[config.mk]
export PLATFORM = sky130hd
export DESIGN_NAME = neg_seq_n
export DESIGN_NICKNAME = d
export VERILOG_FILES = /design/src/rtl/neg_seq_n_pkg.sv /design/src/rtl/neg_seq_n_chunk.sv /design/src/rtl/neg_seq_n.sv
export SDC_FILE = /design/constraint.sdc
export NUM_CORES = 1
export LEC_CHECK = 0
export BUFFER_PORTS_ARGS = -buffer_cell sky130_fd_sc_hd__buf_2
export CAP_MARGIN = 20
export CORE_MARGIN = 5
export CORE_UTILIZATION = 53
export DETAILED_ROUTE_END_ITERATION = 12
export PLACE_DENSITY = 0.82
export SLEW_MARGIN = 40
export SYNTH_ARGS = -nofsm -noshare
export SYNTH_HDL_FRONTEND = slang
export SYNTH_SLANG_ARGS = --single-unit
[constraint.sdc]
create_clock -name clk -period 4.9 [get_ports clk]
set_clock_uncertainty 0.05 [all_clocks]
set_input_delay 0.49 -clock clk [delete_from_list [all_inputs] [get_ports clk]]
set_output_delay 0.49 -clock clk [all_outputs]
set_load 0.01 [all_outputs]
[src/rtl/neg_seq_n_pkg.sv]
// Shared definitions for the multi-cycle two's-complement unit.
//   mode_e  : operation selector carried on the 2-bit mode port
//   state_e : sequencer state (IDLE waits for start, RUN walks the chunks)
//   idx_width(): width of the chunk index, never less than one bit
package neg_seq_n_pkg;

    typedef enum logic [1:0] {
        MODE_NEG     = 2'd0,
        MODE_ABS     = 2'd1,
        MODE_NOT     = 2'd2,
        MODE_NEG_SAT = 2'd3
    } mode_e;

    typedef enum logic {
        ST_IDLE = 1'b0,
        ST_RUN  = 1'b1
    } state_e;

    // A single-chunk configuration still needs a 1-bit index register.
    function automatic int idx_width(int nchunk);
        return (nchunk > 1) ? $clog2(nchunk) : 1;
    endfunction

endpackage

[src/rtl/neg_seq_n_chunk.sv]
// One W-bit slice of the invert/increment datapath.
//   slice  : operand bits for this chunk
//   invert : 1 = use ~slice, 0 = use slice unchanged
//   cin    : carry into the lowest bit
//   sum    : (invert ? ~slice : slice) + cin, W bits
//   cout   : carry out of the top bit, feeds the next chunk
module neg_chunk #(
    parameter int W = 8
) (
    input  logic [W-1:0] slice,
    input  logic         invert,
    input  logic         cin,
    output logic [W-1:0] sum,
    output logic         cout
);

    logic [W-1:0] x;
    logic         c;

    // Only a single carry is ever added, so each ripple stage is a
    // half adder: sum bit = x ^ c, carry = x & c.
    always_comb begin
        x   = invert ? ~slice : slice;
        c   = cin;
        sum = '0;
        for (int i = 0; i < W; i++) begin
            sum[i] = x[i] ^ c;
            c      = x[i] & c;
        end
        cout = c;
    end

endmodule

[src/rtl/neg_seq_n.sv]
// Multi-cycle two's-complement unit: NEG, ABS, NOT and saturating NEG,
// processed CHUNK bits per clock through one narrow invert/increment slice.
//   clk   : rising-edge clock
//   clr   : synchronous active-high reset, highest priority
//   start : request, only looked at while busy == 0
//   mode  : 00 NEG, 01 ABS, 10 NOT, 11 NEG_SAT, captured with start
//   rA    : operand, captured with start
//   rZ    : result, valid from done until the next accepted start
//   busy  : operation in progress
//   done  : one-cycle pulse, result valid
//   ovf   : operand was the most-negative value (not for NOT)
// Handshake: start is accepted on any rising edge where busy is low
// (including the done cycle); done pulses for exactly one cycle
// NCHUNK+1 cycles after acceptance, and there is no back-pressure.
module neg_seq_n
    import neg_seq_n_pkg::*;
#(
    parameter int WIDTH = 32,
    parameter int CHUNK = 8
) (
    input  logic             clk,
    input  logic             clr,
    input  logic             start,
    input  logic [1:0]       mode,
    input  logic [WIDTH-1:0] rA,
    output logic [WIDTH-1:0] rZ,
    output logic             busy,
    output logic             done,
    output logic             ovf
);

    localparam int NCHUNK = WIDTH / CHUNK;
    localparam int IW     = idx_width(NCHUNK);
    localparam logic [WIDTH-1:0] MIN_NEG = {1'b1, {(WIDTH-1){1'b0}}};
    localparam logic [WIDTH-1:0] MAX_POS = ~MIN_NEG;

    state_e           state, state_nxt;
    mode_e            mode_q;
    logic [IW-1:0]    idx;
    logic             carry;
    logic             invert;
    logic [WIDTH-1:0] op;
    logic [WIDTH-1:0] rz_q;
    logic             busy_q, done_q, ovf_q;

    logic             accept, last;
    logic             inv_setup, cin_setup;
    int               base;
    logic [CHUNK-1:0] slice, sum;
    logic             cout;

    // Next state and start acceptance.
    always_comb begin
        state_nxt = state;
        accept    = 1'b0;
        last      = (idx == IW'(NCHUNK - 1));
        case (state)
            ST_IDLE: begin
                if (start) begin
                    accept    = 1'b1;
                    state_nxt = ST_RUN;
                end
            end
            ST_RUN: begin
                if (last) begin
                    state_nxt = ST_IDLE;
                end
            end
            default: state_nxt = ST_IDLE;
        endcase
    end

    // Per-mode setup: ABS of a positive operand passes it through
    // unchanged (no invert, no increment).
    always_comb begin
        inv_setup = 1'b1;
        cin_setup = 1'b1;
        case (mode_e'(mode))
            MODE_NEG, MODE_NEG_SAT: begin
                inv_setup = 1'b1;
                cin_setup = 1'b1;
            end
            MODE_ABS: begin
                inv_setup = rA[WIDTH-1];
                cin_setup = rA[WIDTH-1];
            end
            MODE_NOT: begin
                inv_setup = 1'b1;
                cin_setup = 1'b0;
            end
            default: begin
                inv_setup = 1'b1;
                cin_setup = 1'b1;
            end
        endcase
    end

    always_comb begin
        base  = int'(idx) * CHUNK;
        slice = op[base +: CHUNK];
    end

    neg_chunk #(.W(CHUNK)) u_chunk (
        .slice (slice),
        .invert(invert),
        .cin   (carry),
        .sum   (sum),
        .cout  (cout)
    );

    always_ff @(posedge clk) begin
        if (clr) begin
            state  <= ST_IDLE;
            mode_q <= MODE_NEG;
            idx    <= '0;
            carry  <= 1'b0;
            invert <= 1'b0;
            op     <= '0;
            rz_q   <= '0;
            busy_q <= 1'b0;
            done_q <= 1'b0;
            ovf_q  <= 1'b0;
        end else begin
            state  <= state_nxt;
            done_q <= 1'b0;
            if (accept) begin
                op     <= rA;
                mode_q <= mode_e'(mode);
                idx    <= '0;
                busy_q <= 1'b1;
                invert <= inv_setup;
                carry  <= cin_setup;
                ovf_q  <= (mode_e'(mode) != MODE_NOT) && (rA == MIN_NEG);
            end else if (state == ST_RUN) begin
                rz_q[base +: CHUNK] <= sum;
                carry               <= cout;
                idx                 <= idx + 1'b1;
                if (last) begin
                    idx    <= '0;
                    busy_q <= 1'b0;
                    done_q <= 1'b1;
                    // Saturation replaces the wrapped slice result; the
                    // final carry-out is simply dropped.
                    if (mode_q == MODE_NEG_SAT && ovf_q) begin
                        rz_q <= MAX_POS;
                    end
                end
            end
        end
    end

    assign rZ   = rz_q;
    assign busy = busy_q;
    assign done = done_q;
    assign ovf  = ovf_q;

endmodule

==> flow_summary.json <==
{
  "io_pins": 72,
  "cts_num_sinks": 74,
  "cts_setup_buffers": 0,
  "power_density_nw_per_um2": 357.1,
  "whs_path_depth": 3,
  "clkTransAtPathRegs_ps": 80,
  "crit-reg2reg-capture": "rZ[23]",
  "clockBufferDepth": 2,
  "drv_cap": 0,
  "tightest_slew_ps": 732.0,
  "p_sw_share_pct": 25.79,
  "grtUsageTotal_pct": 21.25,
  "post-route-period-util_pct": 70.34,
  "rsz0062_at_grt": "no",
  "start_util_pct": 54.21,
  "crit_chain": "mux4_2, xor2_1, ha_1, ha_1, ha_1, ha_1, ha_1, ha_1, ha_1, ha_1, a221oi_1, nor2_1",
  "overflow": 0,
  "nFillCells": 489,
  "drtAntennaViolNets": 0,
  "design_area_sq_um": 3801,
  "max_freq_ghz": 0.2902,
  "drtPass1Iterations": 4,
  "r2r_cells": 12,
  "wl_per_cell_microns": 15.70,
  "ctsResizeCount": 0,
  "seq_area_frac_synth_pct": 46.43,
  "worst_ep_arrival_time_ps": 3610,
  "r2r-start": "idx[1]",
  "synth_top_area_cell": "dfxtp_1",
  "finalSetupTns_ps": 0,
  "core_region_area_sq_um": 5886,
  "drc": 0,
  "row_count": 28,
  "crit_fanout": 12,
  "multi_input_area_sq_um": 1585,
  "cts_tree": "built",
  "layout.nets": 459,
  "regArea_sq_um": 1481,
  "r2r_setup_slack_ps": 1450,
  "grt_max_degree": 75,
  "n_antenna_cell": 0,
  "cp-start-kind": "register",
  "peakVddDrop_mv": 0.1747,
  "finalHoldViolations": 0,
  "final_cell_mix": "dfxtp_1, nand2_1, buf_2, a21oi_1, nor2_1",
  "dpl_cell_area_sq_um": 3565,
  "antenna_found_initial": 0,
  "wl_mm": 7.664,
  "cts_buffers": 9,
  "hold_start": "rA[1]",
  "setup_viol": 0,
  "dieHeight_microns": 87.59,
  "vias_per_cell": 5.752,
  "die_width_microns": 87.59,
  "hold_class": "in -> reg",
  "die_area_sq_um": 7672,
  "power_leakage_nw": 1.623,
  "power_frac_seq_pct": 47.5,
  "syn_avg_cell_area_sq_um": 9.248,
  "worstSetupPathType": "reg -> reg",
  "grt_pass1_wl_mm": 12.62,
  "synth_cells": 345,
  "relSlewSlack_pct": 51.20,
  "drt-initial-drc-count": 208,
  "area_growth_pct": 19.14,
  "end_kind": "register",
  "syn_area_sq_um": 3191,
  "dr_total_vias": 2807,
  "switching_power_w": 0.0003501,
  "cts_hold_buffers": 0,
  "yosysWarningCount": 0,
  "synth_cell_types": 31,
  "p_int_w": 0.001007,
  "dpl.hpwl_mm": 5.339,
  "path_common_cell": "ha_1",
  "outcome": "finished, final reports clean",
  "cp.required_ps": 5060,
  "worst_path_max_delay_cell": "dfxtp_1",
  "root_buffer": "clkbuf_8",
  "port_buffers": 71,
  "cp_slowest_stage_delay_ps": 650,
  "finalCriticalPeriod_ps": 3446,
  "crit_buf_inv": 0,
  "drive_gt1_share_pct": 26.39,
  "power_frac_comb_pct": 12.2,
  "clk-insertion-delay-late_ps": 350,
  "grt_pass1_vias": 2658,
  "cts-htree-levels": 3,
  "synthTopCellsByArea": "dfxtp_1, a221oi_1, nand2_1",
  "worstHoldEndpoint": "op[1]",
  "ys_seq_elements": 74,
  "fin_util_pct": 64.58,
  "p_clk_share_pct": 40.3,
  "cp_top_family": "adder cells",
  "slew_viol_final": 0,
  "place.gp.congestion": 0.8380,
  "yosys.area.top_type_share_pct": 46.43,
  "syn_nets": 396,
  "final_common_cell": "dfxtp_1"
}
[Yosys cell counts]
master,instances
a211oi_1,1
a21oi_1,39
a221oi_1,31
a22oi_1,1
and4_1,1
buf_1,2
buf_2,8
buf_4,2
buf_6,1
clkbuf_1,11
dfxtp_1,74
ha_1,14
inv_1,1
inv_2,2
mux4_2,8
nand2_1,72
nand2_4,1
nand2b_1,2
nand3_1,3
nand3b_1,1
nor2_1,38
nor2b_1,3
nor3_1,4
nor3b_1,2
nor4_1,8
nor4_4,3
nor4b_4,1
o21ai_0,1
o21ai_1,1
or2_2,1
xor2_1,8
[worst reg2reg max path, cell delays in order (launching register included)]
cell      delay [ps]
dfxtp_1          650
mux4_2           390
xor2_1           160
ha_1             220
ha_1             190
ha_1             180
ha_1             180
ha_1             180
ha_1             180
ha_1             180
ha_1             330
a221oi_1         330
nor2_1            80
[state kept, by name (all words and copies together), names as in the netlist]
signal,count
rZ,32
busy,1
idx,2
invert,1
done,1
state,1
ovf,1
mode_q,2
op,32
carry,1
[through the flow]
| step | std cells | hold WS [ps] | total power, W | worst slack, ps |
|---|---|---|---|---|
| 2_1_floorplan | 345 | 383.1 | 0.0007655 | 1512 |
| 3_3_place_gp | 472 | 394.4 | 0.0008189 | 1668 |
| 3_5_place_dp | 472 | 398.3 | 0.0008223 | 1510 |
| 4_1_cts | 488 | 317.1 | 0.001367 | 1464 |
| 5_1_grt | 488 | 330.3 | 0.001415 | 1282 |
| 6_report | 488 | 331.0 | 0.001357 | 1454 |
[cells by family after synthesis]
logic type	after synthesis	synth area share (%)
and+or+nand+nor	140	20.86
AOI/OAI and AO/OA	74	15.41
DFF	74	46.43
buffers and inverters	27	3.961
adders and majority gates	14	5.490
xor gates and xnor gates	8	2.196
muxes	8	5.647
[worst max-delay path by stage]
stage	start	endpoint	slack [ps]	cells past startpoint
final	idx[1]	rZ[23]	1450	12
after global routing	idx[1]	rZ[23]	1280	12
after CTS	idx[1]	rZ[23]	1460	12
after detailed placement	idx[1]	rZ[23]	1510	12
after global placement	idx[0]	rZ[15]	1670	12
after floorplan	idx[0]	rZ[15]	1510	13
[cell type report]
class	instances	area share (%)
Sequential cell	74	38.97
Clock buffer	11	3.983
Timing Repair Buffer	76	10.34
Clock inverter	5	2.238
Tap cell	75	2.469
Inverter	3	0.2962
Multi-Input combinational cell	244	41.71
[power groups by stage]
stage	Combinational, W	Clock (W)	Sequential [W]
6_report	0.000166	0.000546	0.000645
5_1_grt	0.000183	0.000583	0.000648
4_1_cts	0.000166	0.000557	0.000645
3_5_place_dp	0.000164	0	0.000658
3_3_place_gp	0.000161	0	0.000658
2_1_floorplan	0.000115	0	0.000651
[metal layers]
metal,track usage [%],vias up,share of wire (%)
met5,0,-,0
met4,8.787,0,1.7
met3,4.798,14,7.4
met2,34.79,107,48
met1,27.13,1331,43
li1,-,1355,-
Note: power is estimated with default switching activity, not from simulation.
